<file path="config.mk">
export PLATFORM = sky130hd
export DESIGN_NAME = program_loader
export DESIGN_NICKNAME = d
export VERILOG_FILES = /design/src/rtl/program_loader.sv
export SDC_FILE = /design/constraint.sdc
export NUM_CORES = 1
export LEC_CHECK = 0
export CORE_ASPECT_RATIO = 1.75
export CORE_MARGIN = 4
export CORE_UTILIZATION = 40
export DETAILED_ROUTE_END_ITERATION = 10
export PLACE_DENSITY = 0.76
export REMOVE_ABC_BUFFERS = 1
export SLEW_MARGIN = 20
export SYNTH_ARGS = -nofsm -noshare
export SYNTH_HDL_FRONTEND = slang
export SYNTH_SLANG_ARGS = --single-unit
</file>
<file path="constraint.sdc">
create_clock -name clock -period 6.3 [get_ports clock]
set_input_delay 1.26 -clock clock [delete_from_list [all_inputs] [get_ports clock]]
set_output_delay 1.26 -clock clock [all_outputs]
set_load 0.01 [all_outputs]
</file>
<file path="src/rtl/program_loader.sv">
// Boot-time copy engine: streams a program image out of the BIOS ROM into
// instruction RAM, then flips changeSource so fetch moves from BIOS to RAM.
module program_loader #(
  parameter int DATA_WIDTH = 32,
  parameter int ADDR_WIDTH = 10
) (
  input  logic                  clock,
  input  logic                  rst,
  input  logic                  start,
  input  logic [ADDR_WIDTH-1:0] progLength,
  output logic [DATA_WIDTH-1:0] biosAddress,
  input  logic [DATA_WIDTH-1:0] biosData,
  output logic [ADDR_WIDTH-1:0] ramAddress,
  output logic [DATA_WIDTH-1:0] ramData,
  output logic                  ramWrite,
  output logic                  busy,
  output logic                  done,
  output logic                  changeSource,
  output logic [DATA_WIDTH-1:0] checksum,
  output logic [2:0]            state_dbg
);

  typedef enum logic [2:0] {
    S_IDLE    = 3'd0,
    S_READ    = 3'd1,
    S_CAPTURE = 3'd2,
    S_WRITE   = 3'd3,
    S_DONE    = 3'd4
  } state_t;

  state_t                state, state_nxt;
  logic [ADDR_WIDTH-1:0] idx, idx_nxt;
  logic [ADDR_WIDTH-1:0] len, len_nxt;
  logic [ADDR_WIDTH-1:0] idx_inc;
  logic [DATA_WIDTH-1:0] bios_addr_nxt;
  logic [ADDR_WIDTH-1:0] ram_addr_nxt;
  logic [DATA_WIDTH-1:0] ram_data_nxt;
  logic                  ram_wr_nxt;
  logic                  busy_nxt;
  logic                  done_nxt;
  logic                  chg_src_nxt;
  logic [DATA_WIDTH-1:0] checksum_nxt;

  assign state_dbg = state;
  // Length is capped at 2^ADDR_WIDTH-1, so idx+1 never wraps.
  assign idx_inc   = idx + ADDR_WIDTH'(1);

  always_ff @(posedge clock or posedge rst) begin
    if (rst) begin
      state        <= S_IDLE;
      idx          <= '0;
      len          <= '0;
      biosAddress  <= '0;
      ramAddress   <= '0;
      ramData      <= '0;
      ramWrite     <= 1'b0;
      busy         <= 1'b0;
      done         <= 1'b0;
      changeSource <= 1'b0;
      checksum     <= '0;
    end else begin
      state        <= state_nxt;
      idx          <= idx_nxt;
      len          <= len_nxt;
      biosAddress  <= bios_addr_nxt;
      ramAddress   <= ram_addr_nxt;
      ramData      <= ram_data_nxt;
      ramWrite     <= ram_wr_nxt;
      busy         <= busy_nxt;
      done         <= done_nxt;
      changeSource <= chg_src_nxt;
      checksum     <= checksum_nxt;
    end
  end

  always_comb begin
    state_nxt     = state;
    idx_nxt       = idx;
    len_nxt       = len;
    bios_addr_nxt = biosAddress;
    ram_addr_nxt  = ramAddress;
    ram_data_nxt  = ramData;
    ram_wr_nxt    = 1'b0;
    busy_nxt      = busy;
    done_nxt      = done;
    chg_src_nxt   = changeSource;
    checksum_nxt  = checksum;

    case (state)
      // DONE restarts exactly like IDLE; start is ignored in the busy states.
      S_IDLE, S_DONE: begin
        if (start) begin
          checksum_nxt = '0;
          if (progLength != '0) begin
            len_nxt       = progLength;
            idx_nxt       = '0;
            bios_addr_nxt = '0;
            busy_nxt      = 1'b1;
            done_nxt      = 1'b0;
            chg_src_nxt   = 1'b0;
            state_nxt     = S_READ;
          end else begin
            done_nxt    = 1'b1;
            chg_src_nxt = 1'b1;
            state_nxt   = S_DONE;
          end
        end
      end
      S_READ: begin
        state_nxt = S_CAPTURE;
      end
      S_CAPTURE: begin
        ram_data_nxt = biosData;
        ram_addr_nxt = idx;
        checksum_nxt = checksum ^ biosData;
        ram_wr_nxt   = 1'b1;
        state_nxt    = S_WRITE;
      end
      S_WRITE: begin
        if (idx == len - ADDR_WIDTH'(1)) begin
          busy_nxt    = 1'b0;
          done_nxt    = 1'b1;
          chg_src_nxt = 1'b1;
          state_nxt   = S_DONE;
        end else begin
          idx_nxt       = idx_inc;
          bios_addr_nxt = DATA_WIDTH'(idx_inc);
          state_nxt     = S_READ;
        end
      end
      default: begin
        state_nxt = S_IDLE;
      end
    endcase
  end

endmodule

</file>
# == Word-level counts from Yosys, hierarchy flattened ==
# Index checks and enable logic that the tools add are counted.
# word_totals
ff_bits,132
input_bits,45
output_inout_bits,113
wordCells,55
# classes
addsub,2
eq_ne,9
n_mux,23
bitwise,1
n_reduce_logical,10
# ops
operator,count
32-bit two-way mux,4
32-bit one-hot mux with 2 select lines,2
32-bit XOR,1
10-bit two-way mux,3
10-bit one-hot mux with 2 select lines,1
3-bit one-hot mux with 4 select lines,1
"10-bit by 1-bit adder with 10-bit output, second input constant",1
10-bit equality test,1
10-bit nonzero test,1
"10-bit by 1-bit subtractor with 10-bit output, second input constant",1
3-bit two-way mux,3
"2-bit != test, second input constant",4
4-bit AND reduction,2
1-bit two-way mux,7
"3-bit by 2-bit equality test with 1-bit output, second input constant",2
3-bit AND reduction,2
1-bit one-hot mux with 2 select lines,2
2-bit nonzero test,2
"3-bit by 1-bit equality test with 1-bit output, second input constant",1
"3-bit equality test, second input constant",1
3-bit zero test,1
2-bit AND reduction,1
2-bit OR reduction,1

# == Logic depth before layout (Yosys ltp) ==
# Gate-level depths: netlist of the first run.
# depth
depth_word,4
depth_mapped,10
ltp_nobuf,9

# == Worst setup path before layout of the first run ==
# Ideal clock, no wire load.
# synth_path
path_type,input to register
startpoint,in progLength[4]
endpoint,reg biosAddress[6]
setup_time_ns,0.066
arrival_ns,2.737
required_ns,6.234
setup_slack_ns,3.497
path_stages,5
n_path_buf,0
path_cell_list,or4_1 nor4_1 nor2_1 or4_1 nand2_1
# synth_between
elab_chain_cells,3
# synth_rtl
item,line_no,text
from (decl),10,"input logic [ADDR_WIDTH-1:0] progLength,"
10-bit nonzero test,94,if (progLength != '0) begin
2-bit != test (no line),n/a,
4-bit AND reduction (no line),n/a,
to (signal assigned),65,biosAddress <= bios_addr_nxt;
to (decl),11,"output logic [DATA_WIDTH-1:0] biosAddress,"
# Every way passes these cells.
# A chain may end at the register's enable or synchronous reset.

# == Worst setup path in the final report of the first run ==
# Same ends and word-level chain as after synthesis.

==> results.json, run 1 <==
{
  "hold_depth": 2,
  "grt_usage_pct": 18.47,
  "leakagePower_nw": 2.787,
  "yosysMostFrequentCell": "nand2_1",
  "areaGrowthSynthToFinish_pct": 38.00,
  "drive_gt1_share_pct": 4.762,
  "relSlewSlack_pct": 38.14,
  "clkSinkCount": 100,
  "path_cells": "clkdlybuf4s50_1, or4_1, nor4_1, nor2_1, or4_1, nand2_1",
  "cts_root_buf": "clkbuf_16",
  "fin_skew_ns": 0.008603,
  "fin_crit_ns": 2.996,
  "power.density_nw_per_um2": 241.3,
  "synth_area_leader_cell": "dfrtp_1",
  "worst-r2r-cell-count": 7,
  "place_ws_ns": 2.964,
  "grt_remaining_overflow": 0,
  "final_hold_viol_count": 0,
  "clk_pin_slew_worst_paths_ns": 0.07,
  "start_util_pct": 41.34,
  "drt_iter0_drc": 161,
  "cts_resized": 0,
  "max_cap_violations": 0,
  "drt_first_pass_iters": 4,
  "p_int_w": 0.001140,
  "critical_path_class": "in2reg",
  "fin_nets": 651,
  "reg2reg_from": "len[3]",
  "antenna_left": 0,
  "instances_no_fill": 739,
  "cp-start-kind": "input port",
  "postSynthAreaPerCell_um2": 9.345,
  "timing.critical_path.mode_cell": "or4_1",
  "worstSkewPairLatency_ns": 0.33,
  "die_w_um": 87.72,
  "fmax_ghz": 0.3338,
  "dp_hpwl_um": 8538,
  "grt_max_degree": 61,
  "critPathBufInv": 1,
  "hp-class": "reg2reg",
  "cts_made_buffers": 9,
  "gp_congestion": 0.8869,
  "hold_end": "ramData[26]",
  "antenna_cells": 0,
  "post-route-period-util_pct": 47.55,
  "die-area_um2": 12940,
  "totalWireLength_um": 11600,
  "yosys.cell_types.count": 49,
  "cts_hold_buf": 0,
  "p_sw_w": 0.0003407,
  "totalNegativeSetupSlack_ns": 0,
  "detail_route.wl_per_cell_um": 15.70,
  "synth-edff-count": 0,
  "critPathTopFamily": "simple AND/OR/NAND/NOR gates",
  "grt_pass1_vias": 3824,
  "cts_setup_buffers": 0,
  "outcome": "finished clean",
  "ios": 158,
  "cp_slowest_cell": "or4_1",
  "rrSetupSlack_ns": 3.45,
  "cp-end-kind": "flip-flop",
  "die_h_um": 147.5,
  "slew_violations": 0,
  "drc": 0,
  "tightestPinTransition_ns": 0.9280,
  "clockPowerShare_pct": 39.1,
  "synthFlopType": "dfrtp_1",
  "rsz0062_at_grt": "false",
  "antenna_found_initial": 0,
  "finalSetupViolations": 0,
  "synth_top_area_share_pct": 56.26,
  "synth.top_cells.by_count": "nand2_1 (159), dfrtp_1 (100), nand3_1 (38), o21ai_0 (38), buf_4 (23)",
  "path_max_fanout": 3,
  "peakVddDrop_uv": 137.7,
  "ys_seq_area_share_pct": 56.26,
  "cp_data_arrival_time_ns": 3.27,
  "synth.area.top_cells": "dfrtp_1 (56%), nand2_1 (13%), nand3_1 (4.3%)",
  "rows": 50,
  "seqPwrFrac_pct": 48.1,
  "grt_pass1_wl_um": 18840,
  "port_buffers": 135,
  "synth_cells": 476,
  "design_area_um2": 6138,
  "hp-start": "ramData[26]",
  "combPwrFrac_pct": 12.9,
  "crit_required_ns": 6.58,
  "slowest_delay_ns": 0.53,
  "vias": 3766,
  "swShare_pct": 23.00,
  "yosys_warnings": 0,
  "synth_area_um2": 4448,
  "viasPerCell": 5.096,
  "dpl-instance-area_um2": 5819,
  "synth-seq-cells": 100,
  "cts_tree": "done",
  "layout_setup_ws_ns": 3.304,
  "reg2reg_to": "biosAddress[8]",
  "async_flop_share_pct": 100.0,
  "cts_htree_levels": 3,
  "clk_path_buf_depth": 2,
  "placedCellCount": 723,
  "fp.coreArea_um2": 10760
}
layout make-up:
type / count / area (um^2)
clock inverters: 5 / 86.33
fillers: 945 / 4622
clock buffers: 11 / 232.7
repair buffers: 139 / 1381
multi-input cells: 346 / 1740
inverters: 8 / 32.53
flip-flops and latches: 100 / 2502
well taps: 130 / 162.7
worst min-delay path: cells and delay by family (launching register included):
kind	cells	cell delay [ns]
DFF	1	0.35
and+or+nand+nor	2	0.10
worst max path at each step:
| stage | start | endpoint | slack, ns | cells after the start |
|---|---|---|---|---|
| floorplan | rst | biosAddress[0] | 2.42 | 1 |
| global placement | progLength[4] | biosAddress[6] | 3.00 | 6 |
| detailed placement | progLength[4] | biosAddress[6] | 2.96 | 6 |
| CTS | progLength[4] | biosAddress[6] | 3.32 | 6 |
| global route | progLength[4] | biosAddress[6] | 3.22 | 6 |
| finish | progLength[4] | biosAddress[6] | 3.30 | 6 |
stage by stage:
step	utilization (%)	hold WS, ns	total power (W)
global placement	54.08	0.4570	0.0009095
floorplan	-	0.4665	0.0007846
detailed placement	54.08	0.4674	0.0009172
global route	57.05	0.5039	0.001548
finish	57.05	0.4766	0.001481
CTS	57.05	0.4832	0.001506
flip-flops by register name (all words and copies together), names as in the netlist:
signal,cells
len,10
ramData,32
ramWrite,1
biosAddress,10
checksum,32
changeSource,1
state_dbg,3
busy,1
ramAddress,10
logic make-up after synthesis:
group | Yosys count | share of synthesized area, %
AND/OR/NAND/NOR | 240 | 23.54
flip-flops | 100 | 56.26
buffers and inverters | 51 | 6.442
adder cells (fa/ha/maj) | 2 | 0.5625
other | 1 | 0.08431
multiplexers | 3 | 0.7032
AO/OA/AOI/OAI | 65 | 9.311
XOR/XNOR | 14 | 3.094
metal layers:
metal  GRT usage [%]  vias to the layer above  share of wire (%)
met5               0                        -                  0
met4           7.066                        0                2.3
met3           3.012                       18                5.9
met2           33.16                      131                 55
met1           21.43                     1818                 37
li1                -                     1799                  -
power by group through the flow:
stage / clock network [W] / registers (W) / logic [W]
after floorplan: 0 / 0.000739 / 0.0000452
after global placement: 0 / 0.000721 / 0.000188
after detailed placement: 0 / 0.000724 / 0.000194
after CTS: 0.000600 / 0.000712 / 0.000194
after global routing: 0.000624 / 0.000717 / 0.000207
final: 0.000579 / 0.000712 / 0.000190
placed cells by master, fill, tap and decap left out, types with 2 or more instances in the layout:
master | synthesis | layout
and3_1 | 2 | 2
dfrtp_1 | 100 | 100
clkinv_4 | 0 | 3
clkdlybuf4s50_1 | 0 | 135
buf_4 | 23 | 4
a21oi_1 | 5 | 5
xor2_1 | 4 | 4
nor4_1 | 2 | 2
nand2_1 | 159 | 159
or4_1 | 4 | 4
a31oi_1 | 2 | 2
clkbuf_1 | 17 | 2
ha_1 | 2 | 2
a21o_1 | 3 | 3
nor3_1 | 2 | 2
bufinv_16 | 0 | 2
nand2b_1 | 3 | 2
o21ai_0 | 38 | 38
o21ai_1 | 5 | 5
inv_1 | 7 | 6
nor2_1 | 14 | 14
nand4_1 | 3 | 3
mux2i_1 | 2 | 2
conb_1 | 1 | 22
clkbuf_16 | 0 | 9
o21bai_1 | 2 | 2
nor4b_1 | 3 | 3
xnor2_1 | 9 | 9
or4_4 | 2 | 2
or3_1 | 2 | 2
nand3_1 | 38 | 38
Power figures use the tool's default switching activity.
==> run 2: changes to the inputs <==
--- a/config.mk
+++ b/config.mk
@@ -9,7 +9,7 @@
 export CORE_MARGIN = 4
 export CORE_UTILIZATION = 40
 export DETAILED_ROUTE_END_ITERATION = 10
-export PLACE_DENSITY = 0.76
+export PLACE_DENSITY = 0.78
 export REMOVE_ABC_BUFFERS = 1
 export SLEW_MARGIN = 20
 export SYNTH_ARGS = -nofsm -noshare
==> constraint.sdc (replaced) <==
create_clock -name clock -period 2.41 [get_ports clock]
set_input_delay 0.482 -clock clock [delete_from_list [all_inputs] [get_ports clock]]
set_output_delay 0.482 -clock clock [all_outputs]
set_load 0.01 [all_outputs]
==> results.json, run 2 (synthesis gave the netlist of run 1 again) <==
{
  "reg2reg_from": "len[3]",
  "worstSkewPairLatency_ns": 0.33,
  "hp-start": "ramAddress[0]",
  "gp_congestion": 0.9202,
  "drt_first_pass_iters": 4,
  "grt_pass1_wl_um": 19800,
  "cp-end-kind": "flip-flop",
  "reg.largest.list": "checksum (32), ramData (32)",
  "rows": 50,
  "fmax_ghz": 0.3912,
  "cts_tree": "done",
  "worst-r2r-cell-count": 9,
  "grt_pass1_vias": 4181,
  "fin_nets": 687,
  "placedCellCount": 756,
  "cp_data_arrival_time_ns": 2.76,
  "start_util_pct": 41.34,
  "clkSinkCount": 100,
  "outcome": "finished with violations",
  "grt_usage_pct": 19.45,
  "rrSetupSlack_ns": -0.15,
  "slew_violations": 0,
  "final_common_cell": "nand2_1",
  "leakagePower_nw": 2.977,
  "fp.coreArea_um2": 10760,
  "crit_required_ns": 2.62,
  "areaGrowthSynthToFinish_pct": 47.65,
  "instances_no_fill": 774,
  "antenna_cells": 0,
  "cts_made_buffers": 9,
  "finalSetupViolations": 12,
  "drt_iter0_drc": 190,
  "fin_crit_ns": 2.556,
  "clk_path_buf_depth": 2,
  "drive_gt1_share_pct": 13.04,
  "final_hold_viol_count": 0,
  "cts_hold_buf": 0,
  "fin_util_pct": 61.03,
  "critical_path_class": "reg2reg",
  "antenna_left": 0,
  "fillers": 895,
  "die-area_um2": 12940,
  "totalWireLength_um": 12240,
  "fin_skew_ns": 0.008036,
  "dp_hpwl_um": 9159,
  "viasPerCell": 5.097,
  "peakVddDrop_uv": 332.7,
  "cp-start-kind": "flip-flop",
  "power.density_nw_per_um2": 561.9,
  "reg2reg_to": "biosAddress[5]",
  "rsz0062_at_grt": "true",
  "detail_route.wl_per_cell_um": 15.81,
  "clk_pin_slew_worst_paths_ns": 0.07,
  "die_h_um": 147.5,
  "max_cap_violations": 0,
  "cts_htree_levels": 3,
  "layout_setup_ws_ns": -0.1462,
  "hold_end": "ramAddress[0]",
  "mostFrequentLayoutCells": "nand2_1 (159), clkdlybuf4s50_1 (135), dfrtp_1 (100), o21ai_0 (37), nand3_1 (37)",
  "ios": 158,
  "violations": "setup timing",
  "cts_root_buf": "clkbuf_16",
  "grt_max_degree": 44,
  "drc": 0,
  "grt_remaining_overflow": 0,
  "die_w_um": 87.72,
  "hold_depth": 2,
  "vias": 3945,
  "port_buffers": 135,
  "post-route-period-util_pct": 106.1,
  "path_max_fanout": 5,
  "antenna_found_initial": 0,
  "hp-class": "reg2reg"
}
==> run 2: layout make-up <==
| cell class | count | area (um^2) | share of cell area, % |
|---|---|---|---|
| sequential | 100 | 2502 | 38.10 |
| inverter | 8 | 32.53 | 0.4953 |
| clock inverter | 3 | 22.52 | 0.3429 |
| timing repair buffer | 175 | 1709 | 26.02 |
| multi-input combinational | 346 | 1882 | 28.65 |
| clock buffer | 12 | 256.5 | 3.906 |
| tap | 130 | 162.7 | 2.477 |
==> run 2: worst max-delay path by stage <==
stage	start	to	slack (ns)	cells after the start
floorplan	rst	biosAddress[0]	-0.69	1
global placement	len[0]	biosAddress[9]	-0.14	11
detailed placement	len[0]	biosAddress[9]	-0.17	12
CTS	len[6]	biosAddress[7]	-0.09	9
global route	len[3]	biosAddress[5]	-0.21	10
finish	len[3]	biosAddress[5]	-0.15	9
==> run 2: repair_timing <==
item | in CTS | in global routing
pin swaps | 14 | 5
setup buffers | 1 | 4
endpoints found under the setup margin | 14 | 14
resized for setup | 20 | 9
==> run 2: report_power, final <==
part / switching [W] / internal, W / total (W)
Clock: 0.000574 / 0.000751 / 0.00133
Sequential: 0.0000752 / 0.00179 / 0.00186
Combinational: 0.000218 / 0.000286 / 0.000504
Total: 0.000868 / 0.00282 / 0.00369
==> run 2: layer usage <==
layer / up-vias / global-route usage, % / share of wire, %
met5: - / 0 / 0
met4: 0 / 9.601 / 2.7
li1: 1862 / - / -
met1: 1915 / 20.04 / 36
met2: 140 / 36.44 / 57
met3: 28 / 3.235 / 5.0
==> run 2: critical path: stages (launching register included) <==
cell	delay, ns
dfrtp_1	0.38
or4_4	0.61
o31ai_4	0.25
o311ai_4	0.14
a2111oi_4	0.40
buf_4	0.19
buf_6	0.09
a21oi_1	0.08
xnor2_1	0.22
nor2_1	0.07
==> run 2: through the flow <==
| step | setup TNS, ns | instance area [um^2] | worst slack, ns | power (W) | hold slack (ns) |
|---|---|---|---|---|---|
| floorplan | -102.30 | 4270 | -0.6908 | 0.002051 | 0.4665 |
| finish | -0.7019 | 6568 | -0.1462 | 0.003691 | 0.4741 |
| CTS | -0.3856 | 6486 | -0.09251 | 0.003743 | 0.4782 |
| detailed placement | -2.322 | 6117 | -0.1748 | 0.002406 | 0.4616 |
| global route | -1.747 | 6568 | -0.2100 | 0.003873 | 0.5022 |
| global placement | -1.026 | 6117 | -0.1386 | 0.002382 | 0.4573 |
